===== src/rtl/id_ex_stage.sv =====
// ID/EX pipeline register with ALU operand selection, selection-code derivation
// and EX/MEM, MEM/WB forwarding onto the registered register-file operands.
module id_ex_stage #(
  parameter int DATA_W = 32,
  parameter int REG_W  = 5
) (
  input  logic              clk,
  input  logic              rst,
  input  logic              id_valid,
  input  logic [5:0]        id_opcode,
  input  logic [5:0]        id_funct,
  input  logic [REG_W-1:0]  id_rs,
  input  logic [REG_W-1:0]  id_rt,
  input  logic [REG_W-1:0]  id_rd,
  input  logic [DATA_W-1:0] id_rs_data,
  input  logic [DATA_W-1:0] id_rt_data,
  input  logic [DATA_W-1:0] id_imm,
  input  logic              id_use_imm,
  input  logic              id_reg_write,
  input  logic              id_mem_read,
  input  logic              id_mem_write,
  input  logic              stall,
  input  logic              flush,
  input  logic              exmem_reg_write,
  input  logic [REG_W-1:0]  exmem_rd,
  input  logic [DATA_W-1:0] exmem_result,
  input  logic              memwb_reg_write,
  input  logic [REG_W-1:0]  memwb_rd,
  input  logic [DATA_W-1:0] memwb_result,
  output logic              ex_valid,
  output logic [DATA_W-1:0] alu_op1,
  output logic [DATA_W-1:0] alu_op2,
  output logic [5:0]        alu_sel,
  output logic [DATA_W-1:0] ex_store_data,
  output logic [REG_W-1:0]  ex_dest,
  output logic              ex_reg_write,
  output logic              ex_mem_read,
  output logic              ex_mem_write
);

  logic              valid_reg;
  logic [5:0]        opcode_reg;
  logic [5:0]        funct_reg;
  logic [REG_W-1:0]  rs_reg;
  logic [REG_W-1:0]  rt_reg;
  logic [REG_W-1:0]  dest_reg;
  logic [DATA_W-1:0] rs_data_reg;
  logic [DATA_W-1:0] rt_data_reg;
  logic [DATA_W-1:0] imm_reg;
  logic              use_imm_reg;
  logic              reg_write_reg;
  logic              mem_read_reg;
  logic              mem_write_reg;

  logic [DATA_W-1:0] rs_fwd;
  logic [DATA_W-1:0] rt_fwd;

  // Flush outranks stall; an idle ID slot also loads a bubble.
  always_ff @(posedge clk) begin
    if (rst || flush || (!stall && !id_valid)) begin
      valid_reg     <= 1'b0;
      opcode_reg    <= '0;
      funct_reg     <= '0;
      rs_reg        <= '0;
      rt_reg        <= '0;
      dest_reg      <= '0;
      rs_data_reg   <= '0;
      rt_data_reg   <= '0;
      imm_reg       <= '0;
      use_imm_reg   <= 1'b0;
      reg_write_reg <= 1'b0;
      mem_read_reg  <= 1'b0;
      mem_write_reg <= 1'b0;
    end else if (!stall) begin
      valid_reg     <= 1'b1;
      opcode_reg    <= id_opcode;
      funct_reg     <= id_funct;
      rs_reg        <= id_rs;
      rt_reg        <= id_rt;
      dest_reg      <= (id_opcode == 6'b000000) ? id_rd : id_rt;
      rs_data_reg   <= id_rs_data;
      rt_data_reg   <= id_rt_data;
      imm_reg       <= id_imm;
      use_imm_reg   <= id_use_imm;
      reg_write_reg <= id_reg_write;
      mem_read_reg  <= id_mem_read;
      mem_write_reg <= id_mem_write;
    end
  end

  function automatic logic [DATA_W-1:0] fwd(
    input logic [REG_W-1:0]  idx,
    input logic [DATA_W-1:0] val,
    input logic              em_we,
    input logic [REG_W-1:0]  em_rd,
    input logic [DATA_W-1:0] em_val,
    input logic              mw_we,
    input logic [REG_W-1:0]  mw_rd,
    input logic [DATA_W-1:0] mw_val
  );
    // Youngest producer wins; $zero is hard-wired and never forwarded.
    if (em_we && (em_rd != '0) && (em_rd == idx))
      return em_val;
    else if (mw_we && (mw_rd != '0) && (mw_rd == idx))
      return mw_val;
    else
      return val;
  endfunction

  always_comb begin
    rs_fwd = fwd(rs_reg, rs_data_reg, exmem_reg_write, exmem_rd, exmem_result,
                 memwb_reg_write, memwb_rd, memwb_result);
    rt_fwd = fwd(rt_reg, rt_data_reg, exmem_reg_write, exmem_rd, exmem_result,
                 memwb_reg_write, memwb_rd, memwb_result);
  end

  assign alu_op1       = rs_fwd;
  assign alu_op2       = use_imm_reg ? imm_reg : rt_fwd;
  assign ex_store_data = rt_fwd;
  assign alu_sel       = (opcode_reg == 6'b000000) ? funct_reg : opcode_reg;
  assign ex_valid      = valid_reg;
  assign ex_dest       = dest_reg;
  assign ex_reg_write  = reg_write_reg;
  assign ex_mem_read   = mem_read_reg;
  assign ex_mem_write  = mem_write_reg;

endmodule


===== config.mk =====
export PLATFORM = sky130hd
export DESIGN_NAME = id_ex_stage
export DESIGN_NICKNAME = d
export VERILOG_FILES = /design/src/rtl/id_ex_stage.sv
export SDC_FILE = /design/constraint.sdc
export NUM_CORES = 1
export LEC_CHECK = 0
export ABC_CLOCK_PERIOD_IN_PS = 3000
export CAP_MARGIN = 5
export CORE_MARGIN = 2
export CORE_UTILIZATION = 43
export CTS_CLUSTER_SIZE = 14
export DETAILED_ROUTE_END_ITERATION = 6
export GPL_ROUTABILITY_DRIVEN = 0
export PLACE_DENSITY = 0.85
export SYNTH_ARGS = -nofsm -noshare
export SYNTH_HDL_FRONTEND = slang
export SYNTH_SLANG_ARGS = --single-unit

===== constraint.sdc =====
create_clock -name clk -period 3 [get_ports clk]
set_clock_uncertainty 0.05 [all_clocks]
set_input_delay 0.45 -clock clk [delete_from_list [all_inputs] [get_ports clk]]
set_output_delay 0.45 -clock clk [all_outputs]
set_load 0.005 [all_outputs]

==> flow_summary.json <==
{
  "status": "finished with violations",
  "violations": "setup timing",
  "synthCells": 757,
  "ys_async_sr_fraction_pct": 0,
  "startpoint": "rt_reg[2]",
  "grt_pass1_wl_um": 45150,
  "io_buffers": 318,
  "critPathMaxFanout": 8,
  "clock.fmax_mhz": 313.0,
  "synth_top_cells_by_count": "nor2_1, mux2i_1, dfxtp_1, mux2_2",
  "yosys_warnings": 0,
  "power_switching_mw": 1.375,
  "cap_violations": 0,
  "antenna_cells": 0,
  "cp.required_ns": 2.50,
  "htree_levels": 4,
  "setup_viol": 36,
  "power_frac_seq_pct": 34.5,
  "period_needed_ns": 3.195,
  "critPathArrivalTime_ns": 2.69,
  "grt_pass1_vias": 7971,
  "drc": 0,
  "start_kind": "register",
  "cts_root_buffer": "clkbuf_16",
  "power.internal_mw": 3.803,
  "start_util_pct": 43.62,
  "synth_nets": 965,
  "setup_slack_ns": -0.1947,
  "rrSetupSlack_ns": 2.11,
  "dieWidth_um": 133.2,
  "use_met3_pct": 7.763,
  "cts_tree": "yes",
  "cts.sinks": 128,
  "worstSetupPathType": "reg -> out",
  "ys_ff_latch": 128,
  "clk_pin_slew_ns": 0.06,
  "min_path_type": "reg -> reg",
  "fill_cells": 976,
  "fin_tns_setup_ns": -3.398,
  "nNetsFinal": 1385,
  "gr-usage-met2_pct": 58.71,
  "dieArea_sq_um": 17750,
  "yosys.area.top_type": "dfxtp_1",
  "wl_per_cell_um": 23.04,
  "numCtsBuffers": 17,
  "via_per_inst": 5.601,
  "vias": 7897,
  "end_kind": "primary output",
  "ios": 319,
  "netSwitchingFraction_pct": 26.56,
  "power_frac_comb_pct": 21.9,
  "leakage_nw": 5.467,
  "met1_usage_pct": 37.63,
  "row_count": 47,
  "die_h_um": 133.2,
  "core_sq_um": 16470,
  "hold_viol": 0,
  "cts_buffer_depth": 2,
  "holdBufCountCts": 0,
  "grt_use_total_pct": 32.97,
  "synth.distinct_cells": 32,
  "antenna_found_initial": 0,
  "synth_edf_count": 0,
  "clockPowerShare_pct": 43.6,
  "synthMostInstantiatedCell": "nor2_1",
  "hpwl_um": 18390,
  "avgSynthCellArea_sq_um": 9.489,
  "overflow": 0,
  "p_total_mw": 5.178,
  "grt_start_max_net_pins": 69,
  "hold_start": "ex_valid",
  "drive_above_1_share_pct": 34.71,
  "ys.flop_type": "dfxtp_1",
  "ys_seq_area_share_pct": 35.67,
  "drtIter0Drc": 437,
  "slew_viol_final": 0,
  "rsz0062_at_grt": "yes",
  "synth_area_leaders": "dfxtp_1, mux2i_1, a31oi_4",
  "worstReg2RegStart": "rs_reg[4]",
  "grt-busiest-layer": "met2",
  "worst_slew_pin_slew_ns": 0.6477,
  "detail-route-antenna-nets": 0,
  "post-route-period-util_pct": 106.5,
  "dr.pass1.iters": 5,
  "power.density_nw_per_um2": 393.2,
  "whs_ns": 0.4005,
  "drt-total-wl_um": 32480,
  "clk_latency_ns": 0.42,
  "area_delta_synth_final_pct": 83.33,
  "maxSlewHeadroom_pct": 56.82,
  "synth_area_sq_um": 7183,
  "yosysTopAreaCellShare_pct": 35.67,
  "irDropWorstVdd_v": 0.0003877
}
==> critical path: stages, from the launching register on <==
cell,delay (ns)
dfxtp_4,0.37
xor2_4,0.16
or4b_4,0.64
buf_12,0.18
buf_16,0.16
o21ai_4,0.21
a31oi_4,0.13
mux2_4,0.29
clkbuf_2,0.11
==> layout by cell type (no fill, tap or decap), drive strengths merged <==
master,synthesis,layout
clkinv,0,4
a21oi,33,33
dlygate4sd2,0,21
a21o,6,6
nor3,33,33
mux2i,159,159
or4,4,4
or2,1,1
nand2,1,1
mux2,37,37
bufbuf,0,2
nand4,2,2
o211a,1,1
clkdlybuf4s15,0,15
nor4,2,2
nor4b,1,1
a31oi,32,32
clkinvlp,0,3
or4b,1,1
xnor2,13,13
nor2,162,162
inv,1,5
o21ai,34,34
buf,32,178
dfxtp,128,128
bufinv,0,4
nand3,33,33
clkbuf,32,55
o211ai,2,2
clkdlybuf4s50,0,211
xor2,7,7
==> repair_timing <==
item	in CTS	in global routing
pin swaps	40	54
gates resized for setup	328	172
setup buffers	58	19
cloned	12	0
endpoints found under the setup margin	96	88
==> power by group through the flow <==
stage	Clock (mW)	Combinational, mW	Sequential (mW)
4_1_cts	2.26	1.06	1.78
6_report	2.26	1.13	1.79
5_1_grt	2.34	1.18	1.79
3_3_place_gp	0	0.926	1.81
2_1_floorplan	0	0.371	1.80
3_5_place_dp	0	0.939	1.81
==> worst paths after layout <==
check | to | depth (start not counted)
setup / recovery | alu_op2[8] | 8
hold / removal | ex_valid | 2
setup reg to reg | rs_reg[4] | 3
hold reg to reg | ex_valid | 2
==> stage by stage <==
step	instances	worst slack [ns]	utilization, %	instance area [sq um]
5_1_grt	1410	-0.2307	79.98	13170
2_1_floorplan	757	0.5169	-	7183
3_3_place_gp	1292	-1.004	66.76	10990
6_report	1410	-0.1947	79.98	13170
3_5_place_dp	1293	-0.7458	66.83	11000
4_1_cts	1395	-0.2428	78.00	12840
==> metal layers <==
metal	vias up	part of all wire, %
li1	3532	-
met1	3836	38
met2	412	51
met3	117	6.7
met4	0	4.7
met5	-	0
==> cell families (layout without fill, tap and decap cells) <==
logic type / Yosys count / count (layout) / share of synthesized area, %
flip-flops: 128 / 128 / 35.67
AND/OR/NAND/NOR: 240 / 240 / 14.56
multiplexers: 196 / 196 / 27.96
XOR/XNOR: 20 / 20 / 2.439
buffers and inverters: 65 / 498 / 4.407
AO/OA/AOI/OAI: 108 / 108 / 14.96
==> area by class of cell <==
cell class,count,area [sq um],share of cell area (%)
Tap cell,220,275.3,2.090
Sequential cell,128,2580,19.59
Clock buffer,17,425.4,3.230
Inverter,1,3.754,0.02850
Timing Repair Buffer,465,4649,35.31
Clock inverter,15,209.0,1.587
Multi-Input combinational cell,564,5026,38.17
Power figures use the tool's default switching activity.
==> edit (config.mk and constraints unchanged) <==
The parameter `DATA_W` goes from 32 to 28.
--- a/src/rtl/id_ex_stage.sv
+++ b/src/rtl/id_ex_stage.sv
@@ -1,7 +1,7 @@
 // ID/EX pipeline register with ALU operand selection, selection-code derivation
 // and EX/MEM, MEM/WB forwarding onto the registered register-file operands.
 module id_ex_stage #(
-  parameter int DATA_W = 32,
+  parameter int DATA_W = 28,
   parameter int REG_W  = 5
 ) (
   input  logic              clk,
Ports: changed (8 resized); port bits go from 319 to 287. No check against the original RTL was run, so the function may have changed too.
==> edit against the original RTL <==
- the flow still finishes with violations (negative setup slack)
- hold slack better by 0.011 ns
- die area is 13% lower
- worst setup slack better by 0.17 ns
- first-iteration DRC count is 30% higher
- design area is 16% lower
- maximum frequency is 5.5% higher
- sequential share of layout area is 1.4 points higher
- routed wire length is 21% lower
- area after synthesis is 13% lower
- combinational power is 18% lower
- power is 13% lower
- sequential cell count is 12 lower
==> edit: results (changes against the original RTL) <==
### Status
• complete, but fails checks — outcome, unchanged
• negative setup slack — failing checks, unchanged

### Synth
• 28 — Distinct cells, synth, was 32
• 897 — total nets after synthesis, was 965
• 37.23% — sequential area share after synthesis, was 35.67%
• 28.91% — post-synthesis mux area share, was 27.96%
• sky130_fd_sc_hd__dfxtp_1 (37%), sky130_fd_sc_hd__mux2i_1 (23%), sky130_fd_sc_hd__nor2_1 (8.8%) — leading post-synthesis cells by cell area, was sky130_fd_sc_hd__dfxtp_1 (36%), sky130_fd_sc_hd__mux2i_1 (22%), sky130_fd_sc_hd__a31oi_4 (8.9%)
• sky130_fd_sc_hd__nor2_1 (146), sky130_fd_sc_hd__mux2i_1 (143), sky130_fd_sc_hd__dfxtp_1 (116), sky130_fd_sc_hd__mux2_2 (33) — Synth top cells by count, was sky130_fd_sc_hd__nor2_1 (162), sky130_fd_sc_hd__mux2i_1 (159), sky130_fd_sc_hd__dfxtp_1 (128), sky130_fd_sc_hd__mux2_2 (37)
• 2.808% — Post-Synth XOR/XNOR Area, was 2.439%
• 709 — gate count of the mapped netlist, was 757

### Finish
• 78.23% — P&R area growth vs syn, was 83.33%
• 379 — Plain + repair buffers, was 465
• 29 — non-clock inverter total of the final layout, was 1
• 5.098% — portion of the layout cell area used by clock cells, was 4.817%
• 24 — Clock Buffer Count, was 17
• 506 — Multi-In Gates, was 564
• 34.41% — buffer share of cell area, was 35.31%
• 1243 — final cell count without fillers, was 1410
• 36.41% — share of cell area taken by multi-input logic gates, was 38.17%

### Power and ir drop
• 35.7% — Reg power frac, was 34.5%
• 4.864 nW — Pleak, was 5.467 nW
• 4.528 mW — power consumption, was 5.178 mW

### Worst setup path
• 2.53 ns — CP arrival, was 2.69 ns
• use_imm_reg — launch point of the worst reg-to-reg path, was rs_reg[4]
• 1.75 ns — reg2reg setup slack, was 2.11 ns
• 4 — Max Fanout on Critical Path, was 8
• alu_op1[3] — capture point of the worst path, was alu_op2[8]
• memwb_rd[1] — launch point of the worst path, was rt_reg[2]

### Timing
• 53.87% — headroom to the max-slew limit, was 56.82%
• -0.05608 ns — aggregate negative setup slack, was -3.398 ns
• 2 — number of failing setup endpoints in the final timing report, was 36
• -0.02932 ns — Final WS setup, was -0.1947 ns

### Placement
• 286 — IO Port Bufs, was 318
• 15510 um — total half-perimeter wirelength after legalization and detailed placement, was 18390 um
• -0.5569 ns — Place WS, was -0.7458 ns
• 0.009657 mm^2 — Post-DP Area, was 0.01100 mm^2

### Global routing
• 38620 um — global-route wire length before repair, was 45150 um

### Drt
• 5.549 — via density per instance, was 5.601

-- edit: cell count changes after synthesis, moves of 12 or more --
cell	delta
sky130_fd_sc_hd__a31oi_1	+17
sky130_fd_sc_hd__a31oi_4	-30
sky130_fd_sc_hd__dfxtp_1	-12
sky130_fd_sc_hd__inv_1	+28
sky130_fd_sc_hd__mux2i_1	-16
sky130_fd_sc_hd__nand3_1	-32
sky130_fd_sc_hd__nor2_1	-16
sky130_fd_sc_hd__o21ai_0	+27
sky130_fd_sc_hd__o21ai_1	-31
sky130_fd_sc_hd__or3_1	+28
-- edit: timing repair --
action                                  4_1_cts  5_1_grt
gates resized for setup                     328       22
pin swaps                                    49       18
gates cloned                                  8        0
endpoints found under the hold margin         0        0
endpoints found under the setup margin       89       55
buffers inserted                             35        2
-- edit: routing by layer --
layer	vias to the layer above	share of wire, %	GRT usage, %
li1	3130	-	-
met1	3305	39	37.05
met2	394	50	53.68
met3	69	7.2	8.763
met4	0	3.6	14.54
met5	-	0	0
